## config.mk

```make
export PLATFORM = sky130hd
export DESIGN_NAME = register_file
export DESIGN_NICKNAME = d
export VERILOG_FILES = /design/src/rtl/register_file.sv
export SDC_FILE = /design/constraint.sdc
export NUM_CORES = 1
export LEC_CHECK = 0
export ABC_AREA = 1
export BUFFER_PORTS_ARGS = -buffer_cell sky130_fd_sc_hd__buf_2
export CORE_MARGIN = 2
export CORE_UTILIZATION = 54
export DETAILED_ROUTE_END_ITERATION = 8
export PLACE_DENSITY_LB_ADDON = 0.08
export SLEW_MARGIN = 20
export SYNTH_ARGS = -nofsm -noshare
export SYNTH_HDL_FRONTEND = slang
export SYNTH_SLANG_ARGS = --single-unit
```

## constraint.sdc

```tcl
create_clock -name clk -period 3.7 [get_ports clk]
set_input_delay 0 -clock clk [delete_from_list [all_inputs] [get_ports clk]]
set_output_delay 0 -clock clk [all_outputs]
set_load 0.01 [all_outputs]
```

## src/rtl/register_file.sv

```systemverilog
// General-purpose register file with NZCV status register and branch-condition evaluator.
// Optional write-through read bypass is enabled by defining RF_BYPASS_EN.
module register_file #(
    parameter int DATA_W = 16,
    parameter int NREGS  = 8,
    localparam int ADDR_W = (NREGS > 1) ? $clog2(NREGS) : 1
) (
    input  logic              clk,
    input  logic              reset,
    input  logic [ADDR_W-1:0] RdAddrA,
    input  logic [ADDR_W-1:0] RdAddrB,
    output logic [DATA_W-1:0] A_out,
    output logic [DATA_W-1:0] B_out,
    input  logic              WrEn,
    input  logic [ADDR_W-1:0] WrAddr,
    input  logic [DATA_W-1:0] WrData,
    input  logic              FlagsWrEn,
    input  logic [3:0]        FlagsNZCV_in,
    output logic [3:0]        FlagsNZCV,
    output logic              AddSubCBin,
    input  logic [3:0]        Cond,
    output logic              CondTrue
);

    logic [DATA_W-1:0] regs_q [NREGS];
    logic [3:0]        flags_reg;

    generate
        for (genvar gi = 0; gi < NREGS; gi++) begin : g_reg
            logic [DATA_W-1:0] data_reg;

            always_ff @(posedge clk or posedge reset) begin
                if (reset) begin
                    data_reg <= '0;
                end else if (WrEn && (WrAddr == ADDR_W'(gi))) begin
                    data_reg <= WrData;
                end
            end

            assign regs_q[gi] = data_reg;
        end
    endgenerate

    always_ff @(posedge clk or posedge reset) begin
        if (reset) begin
            flags_reg <= 4'b0000;
        end else if (FlagsWrEn) begin
            flags_reg <= FlagsNZCV_in;
        end
    end

    logic [DATA_W-1:0] stored_a;
    logic [DATA_W-1:0] stored_b;

    always_comb begin
        stored_a = '0;
        stored_b = '0;
        if (32'(RdAddrA) < NREGS) stored_a = regs_q[RdAddrA];
        if (32'(RdAddrB) < NREGS) stored_b = regs_q[RdAddrB];
    end

`ifdef RF_BYPASS_EN
    // Write data is forwarded only when the write will actually land, so reset masks it.
    logic bypass_a;
    logic bypass_b;

    assign bypass_a = WrEn && !reset && (RdAddrA == WrAddr);
    assign bypass_b = WrEn && !reset && (RdAddrB == WrAddr);
    assign A_out    = bypass_a ? WrData : stored_a;
    assign B_out    = bypass_b ? WrData : stored_b;
`else
    assign A_out = stored_a;
    assign B_out = stored_b;
`endif

    assign FlagsNZCV  = flags_reg;
    assign AddSubCBin = flags_reg[1];

    logic flag_n;
    logic flag_z;
    logic flag_c;
    logic flag_v;

    assign flag_n = flags_reg[3];
    assign flag_z = flags_reg[2];
    assign flag_c = flags_reg[1];
    assign flag_v = flags_reg[0];

    always_comb begin
        CondTrue = 1'b0;
        case (Cond)
            4'b0000: CondTrue = flag_z;
            4'b0001: CondTrue = !flag_z;
            4'b0010: CondTrue = flag_c;
            4'b0011: CondTrue = !flag_c;
            4'b0100: CondTrue = flag_n;
            4'b0101: CondTrue = !flag_n;
            4'b0110: CondTrue = flag_v;
            4'b0111: CondTrue = !flag_v;
            4'b1000: CondTrue = flag_c && !flag_z;
            4'b1001: CondTrue = !flag_c || flag_z;
            4'b1010: CondTrue = (flag_n == flag_v);
            4'b1011: CondTrue = (flag_n != flag_v);
            4'b1100: CondTrue = !flag_z && (flag_n == flag_v);
            4'b1101: CondTrue = flag_z || (flag_n != flag_v);
            4'b1110: CondTrue = 1'b1;
            default: CondTrue = 1'b0;
        endcase
    end

endmodule
```

After elaboration in Yosys (flattened, before gate mapping)
Cells that the tools add are included.
{"block": "word_totals", "rom_bits": 0, "mem_count": 0, "elab_cells": 61, "ff_bits": 132, "out_inout_bits": 38, "latch_bits": 0, "in_bits": 37, "ramBits": 0}
{"block": "classes", "n_reduce_logical": 18, "mul": 0, "addsub": 0, "mux": 7, "eq_ne": 23, "magnitude_cmp": 2, "shifts": 0, "div": 0, "bitwise": 2}
{"cell": "binary-select mux 16 bit (select 3 bit)", "n": 2}
{"cell": "2-to-1 mux 16 bit", "n": 4}
{"cell": "== test 4 bit, second input constant", "n": 7}
{"cell": "== test 4 x 3 -> 1 bit, second input constant", "n": 4}
{"cell": "case mux 1 bit (15 select lines)", "n": 1}
{"cell": "== test 3 bit, second input constant", "n": 4}
{"cell": "logical AND 1 bit", "n": 10}
{"cell": "== test 4 x 2 -> 1 bit, second input constant", "n": 2}
{"cell": ">= comparator 4 bit, second input constant", "n": 2}
{"cell": "inverter 3 -> 4 bit", "n": 2}
{"cell": "== test 3 x 2 -> 1 bit, second input constant", "n": 2}
{"cell": "== test 4 x 1 -> 1 bit, second input constant", "n": 1}
{"cell": "zero test 1 bit", "n": 4}
{"cell": "zero test 4 bit", "n": 1}
{"cell": "== test 3 x 1 -> 1 bit, second input constant", "n": 1}
{"cell": "zero test 3 bit", "n": 1}
{"cell": "logical OR 1 bit", "n": 2}
{"cell": "== test 1 bit", "n": 1}
{"cell": "!= test 1 bit", "n": 1}

Logic depth before layout (Yosys ltp)
{"block": "depth", "ltp_word": 4, "mapped_depth": 9, "ltp_nobuf": 9}

Least setup slack after synthesis
Ideal clock, no wire load.
{"block": "synth_timing", "kind": "reg2out", "startpoint": "register flags_reg[1] (netlist: FlagsNZCV[1])", "endpoint": "output port CondTrue", "required_time_ns": 3.700, "stages_incl_launch_ff": 8, "path_slack_ns": 2.730, "arrival_ns": 0.970, "n_path_buf": 0, "path_cell_list": "dfrtp_1 inv_1 a21oi_1 nand2_1 nand2_1 nand2_1 nor2_1 nand2_1"}
{"block": "synth_via", "elab_chain_len": 3, "elab_cells_between_ends": 4, "classes_between": "mux: 1; reduce/logical: 3"}
{"element": "start: declaration", "line_no": "26", "text": "logic [3:0] flags_reg;"}
{"element": "start signal: assignment", "line_no": "48", "text": "flags_reg <= FlagsNZCV_in;"}
{"element": "zero test 1 bit", "line_no": "95, 101"}
{"element": "logical OR 1 bit", "line_no": "101", "text": "4'b1001: CondTrue = !flag_c || flag_z;"}
{"element": "case mux 1 bit (15 select lines) (*)", "line_no": "91", "text": "case (Cond)"}
{"element": "end: declaration", "line_no": "22", "text": "output logic CondTrue"}
Mark *: on every way between the ends. The rest lies on a longest branch, timed or not.

Final worst setup path
{"block": "layout_timing", "startpoint": "input port RdAddrB[0]", "endpoint": "output port B_out[4]"}
{"block": "layout_via", "elab_chain_len": 4}
{"element": "start: declaration", "line_no": "11", "text": "input logic [ADDR_W-1:0] RdAddrB,"}
{"element": "inverter 3 -> 4 bit (not written as such)", "line_no": "59", "text": "if (32'(RdAddrB) < NREGS) stored_b = regs_q[RdAddrB];"}
{"element": "binary-select mux 16 bit (select 3 bit)", "line_no": "59"}
{"element": "2-to-1 mux 16 bit (not written as such) (2 in series)", "line_no": "59"}
{"element": "end: declaration", "line_no": "13", "text": "output logic [DATA_W-1:0] B_out,"}
No other way between the ends. The select of a mux whose other input is x is not followed.

==> summary.md <==
| Metric | Value |
|---|---|
| RSZ-0062 raised after global routing | false |
| Largest family of logic cells by synthesized area | compound AO/OA/AOI/OAI gates |
| Logic pwr share | 19.5% |
| DIE HEIGHT | 120 um |
| Fin Hold WS | 50.5 ps |
| Fmax | 545 MHz |
| Diodes inserted | 0 |
| Fin crit share | 49.6% |
| Initial Utilization | 55.2% |
| Post-CTS Setup Bufs | 0 |
| Post-Layout Inst Area | 8490 um^2 |
| Sw Pwr | 1.36 mW |
| FILL cells | 1220 |
| Final Hold Vio Count | 0 |
| Simple-gate share of the synthesized area | 18.1% |
| Grt total ovfl | 0 |
| Synth top area share | 45.3% |
| Yosys Warn Count | 0 |
| Setup Crit Path Kind | primary input to output pin |
| Max-cap viol count | 0 |
| Post-detailed-routing wire length | 21200 um |
| WP data required | 3700 ps |
| Die X | 120 um |
| Sequential area share after synthesis | 45.3% |
| FF-to-FF setup slack | 2410 ps |
| Hold depth | 4 |
| Mapped Area | 7290 um^2 |
| FP Rows | 42 |
| Worst R2R Start | FlagsNZCV[1] |
| R2R Path End | FlagsNZCV[1] |
| Initial antenna violation count | 0 |
| TritonCTS Buffers | 17 |
| # clock sinks | 132 |
| Final setup TNS | 0 ps |
| Crit path launch type | primary input |
| First-pass DRT Iterations | 5 |
| FF+latch count, synth | 132 |
| Vias per inst | 5.59 |
| Detailed Place HPWL | 12700 um |
| Reg clk slew, reported paths | 60 ps |
| Reg2reg path depth | 3 |
| TritonCTS clock tree | yes |
| Clock network power share | 38.3% |
| Post-synthesis mux area share | 0% |
| DR iter-0 viols | 709 |
| Hold EP | g_reg[1].data_reg[10] |
| Min Tclk post-route | 1840 ps |
| Cell Pwr Density | 533 nW/um^2 |
| Root Driver | clkbuf_16 |
| Vias in the first global route | 6684 |
| Total number of vias | 7099 |
| Compound-Gate Fraction of Synth Area | 26.9% |
| Clock Skews | 0 ps |
| Core ar. | 13200 um^2 |
| Yosys top cell by area | dfrtp_1 |
| Clk buf depth | 2 |
| Finished Core Util | 64.4% |
| Inst Count DP | 1209 |
| Resized cells post-CTS | 0 |
| Die area | 14400 um^2 |
| Post-CTS Hold Buffers | 29 |
| Gr usage total | 31.4% |
| Maximum vdd drop | 0.354 mV |
| Unique masters post-synth | 21 |
| Final Max Tran Viols | 0 |
| Measured slew at the worst slew-check pin | 989 ps |
| CTS HTree Levels | 4 |
| Seq pwr share | 42.2% |
| Largest net degree at the start of global routing | 79 |
| Skew-Pair Late Insertion Delay | 420 ps |
| Sw Share | 30.0% |
| Status | finished, final reports clean |
| Internal power | 3.17 mW |
| Drc violations | 0 |
| ANT nets after route | 0 |
| Post-Synth Adder-Cell Area | 0% |
| First-pass GRT wire length | 35100 um |
| Cells after synthesis | 1019 |
| Final setup viols | 0 |
| Leakage power | 4.12 nW |
| Max reg flops | 128 |
| Final nets | 1118 |
| WP data arrival | 1840 ps |
| Mapped Nets | 1056 |
| CP Capture Type | output pin |
| Worst hold path class | primary input to flip-flop |
| Post-Synth XOR/XNOR Area | 0% |
| Hold Crit Start | WrAddr[2] |
| Ratio of cells with drive above 1 in the final layout | 11.5% |
| Area growth syn-to-layout | 16.5% |
| IO Pins | 75 |
| Synth area leaders | dfrtp_1 45%, nand2_1 13%, o21ai_0 13% |
| Synthesized area per cell | 7.15 um^2 |
| Buffers on Ports | 74 |
| Post-route insts no fill | 1270 |
| Routed length per instance | 16.7 um |
| Routability Congestion | 0.851 |
| Crit-path max FO | 63 |
| Placed instance area | 7590 um^2 |
| Max_slew headroom | 34.1% |
==> cells in the mapped netlist, drive strengths merged <==
master	n
nand3	9
clkbuf	22
a21oi	68
dfrtp	132
buf	51
nand2	253
inv	81
nor3	2
nand4	1
nor2	77
o21ai	323
==> through the flow <==
step                      power, mW  worst slack [ps]
after floorplan                2.51               174
after global routing           4.78              1700
final                          4.53              1860
after detailed placement       2.78              1940
after global placement         2.76              1930
after CTS                      4.53              1940
==> routing by layer <==
layer | track usage [%] | share of wire, %
met2 | 49.5 | 47
met4 | 10.1 | 1.9
met5 | 0 | 0
met1 | 44.2 | 43
met3 | 5.70 | 7.3
==> power by group through the flow <==
stage	registers (mW)	clock network, mW	logic, mW
global route	1.95	1.81	1.03
finish	1.91	1.73	0.884
global placement	1.93	0	0.833
floorplan	1.88	0	0.633
detailed placement	1.93	0	0.855
CTS	1.91	1.74	0.885
==> logic make-up after synthesis <==
family	count (synthesis)
AOI/OAI and AO/OA	391
and+or+nand+nor	342
buffers and inverters	154
DFF	132
==> final cells by class <==
cell class,instances,area [um^2],area share (%)
clock buffer,23,478,5.63
clock inverter,9,126,1.49
inverter,81,309,3.64
multi-input combinational,733,3280,38.7
sequential,132,3300,38.9
tap,176,220,2.59
timing repair buffer,116,771,9.08
==> critical path: stages <==
cell and delay, ps:
buf_2 460, buf_4 600, o21ai_0 180, o21ai_1 170, nand2_1 60, nand2_1 150
buf_2 160
==> placed cells by master (no fill, tap or decap), drive strengths merged <==
cell         instances
buf                 87
dlygate4sd3         29
inv                 81
clkinv               5
nor3                 2
dfrtp              132
clkinvlp             1
nand4                1
o21ai              323
clkbuf              23
nand3                9
nand2              253
nor2                77
bufinv               3
a21oi               68
==> worst max-delay path by stage <==
stage / from / end / depth (start not counted)
2_1_floorplan: reset / FlagsNZCV[0] / 1
5_1_grt: RdAddrB[0] / B_out[3] / 7
4_1_cts: RdAddrB[0] / B_out[4] / 7
6_report: RdAddrB[0] / B_out[4] / 7
3_5_place_dp: RdAddrB[0] / B_out[4] / 7
3_3_place_gp: RdAddrB[0] / B_out[4] / 7
No activity file was read; power rests on OpenSTA's default activity.
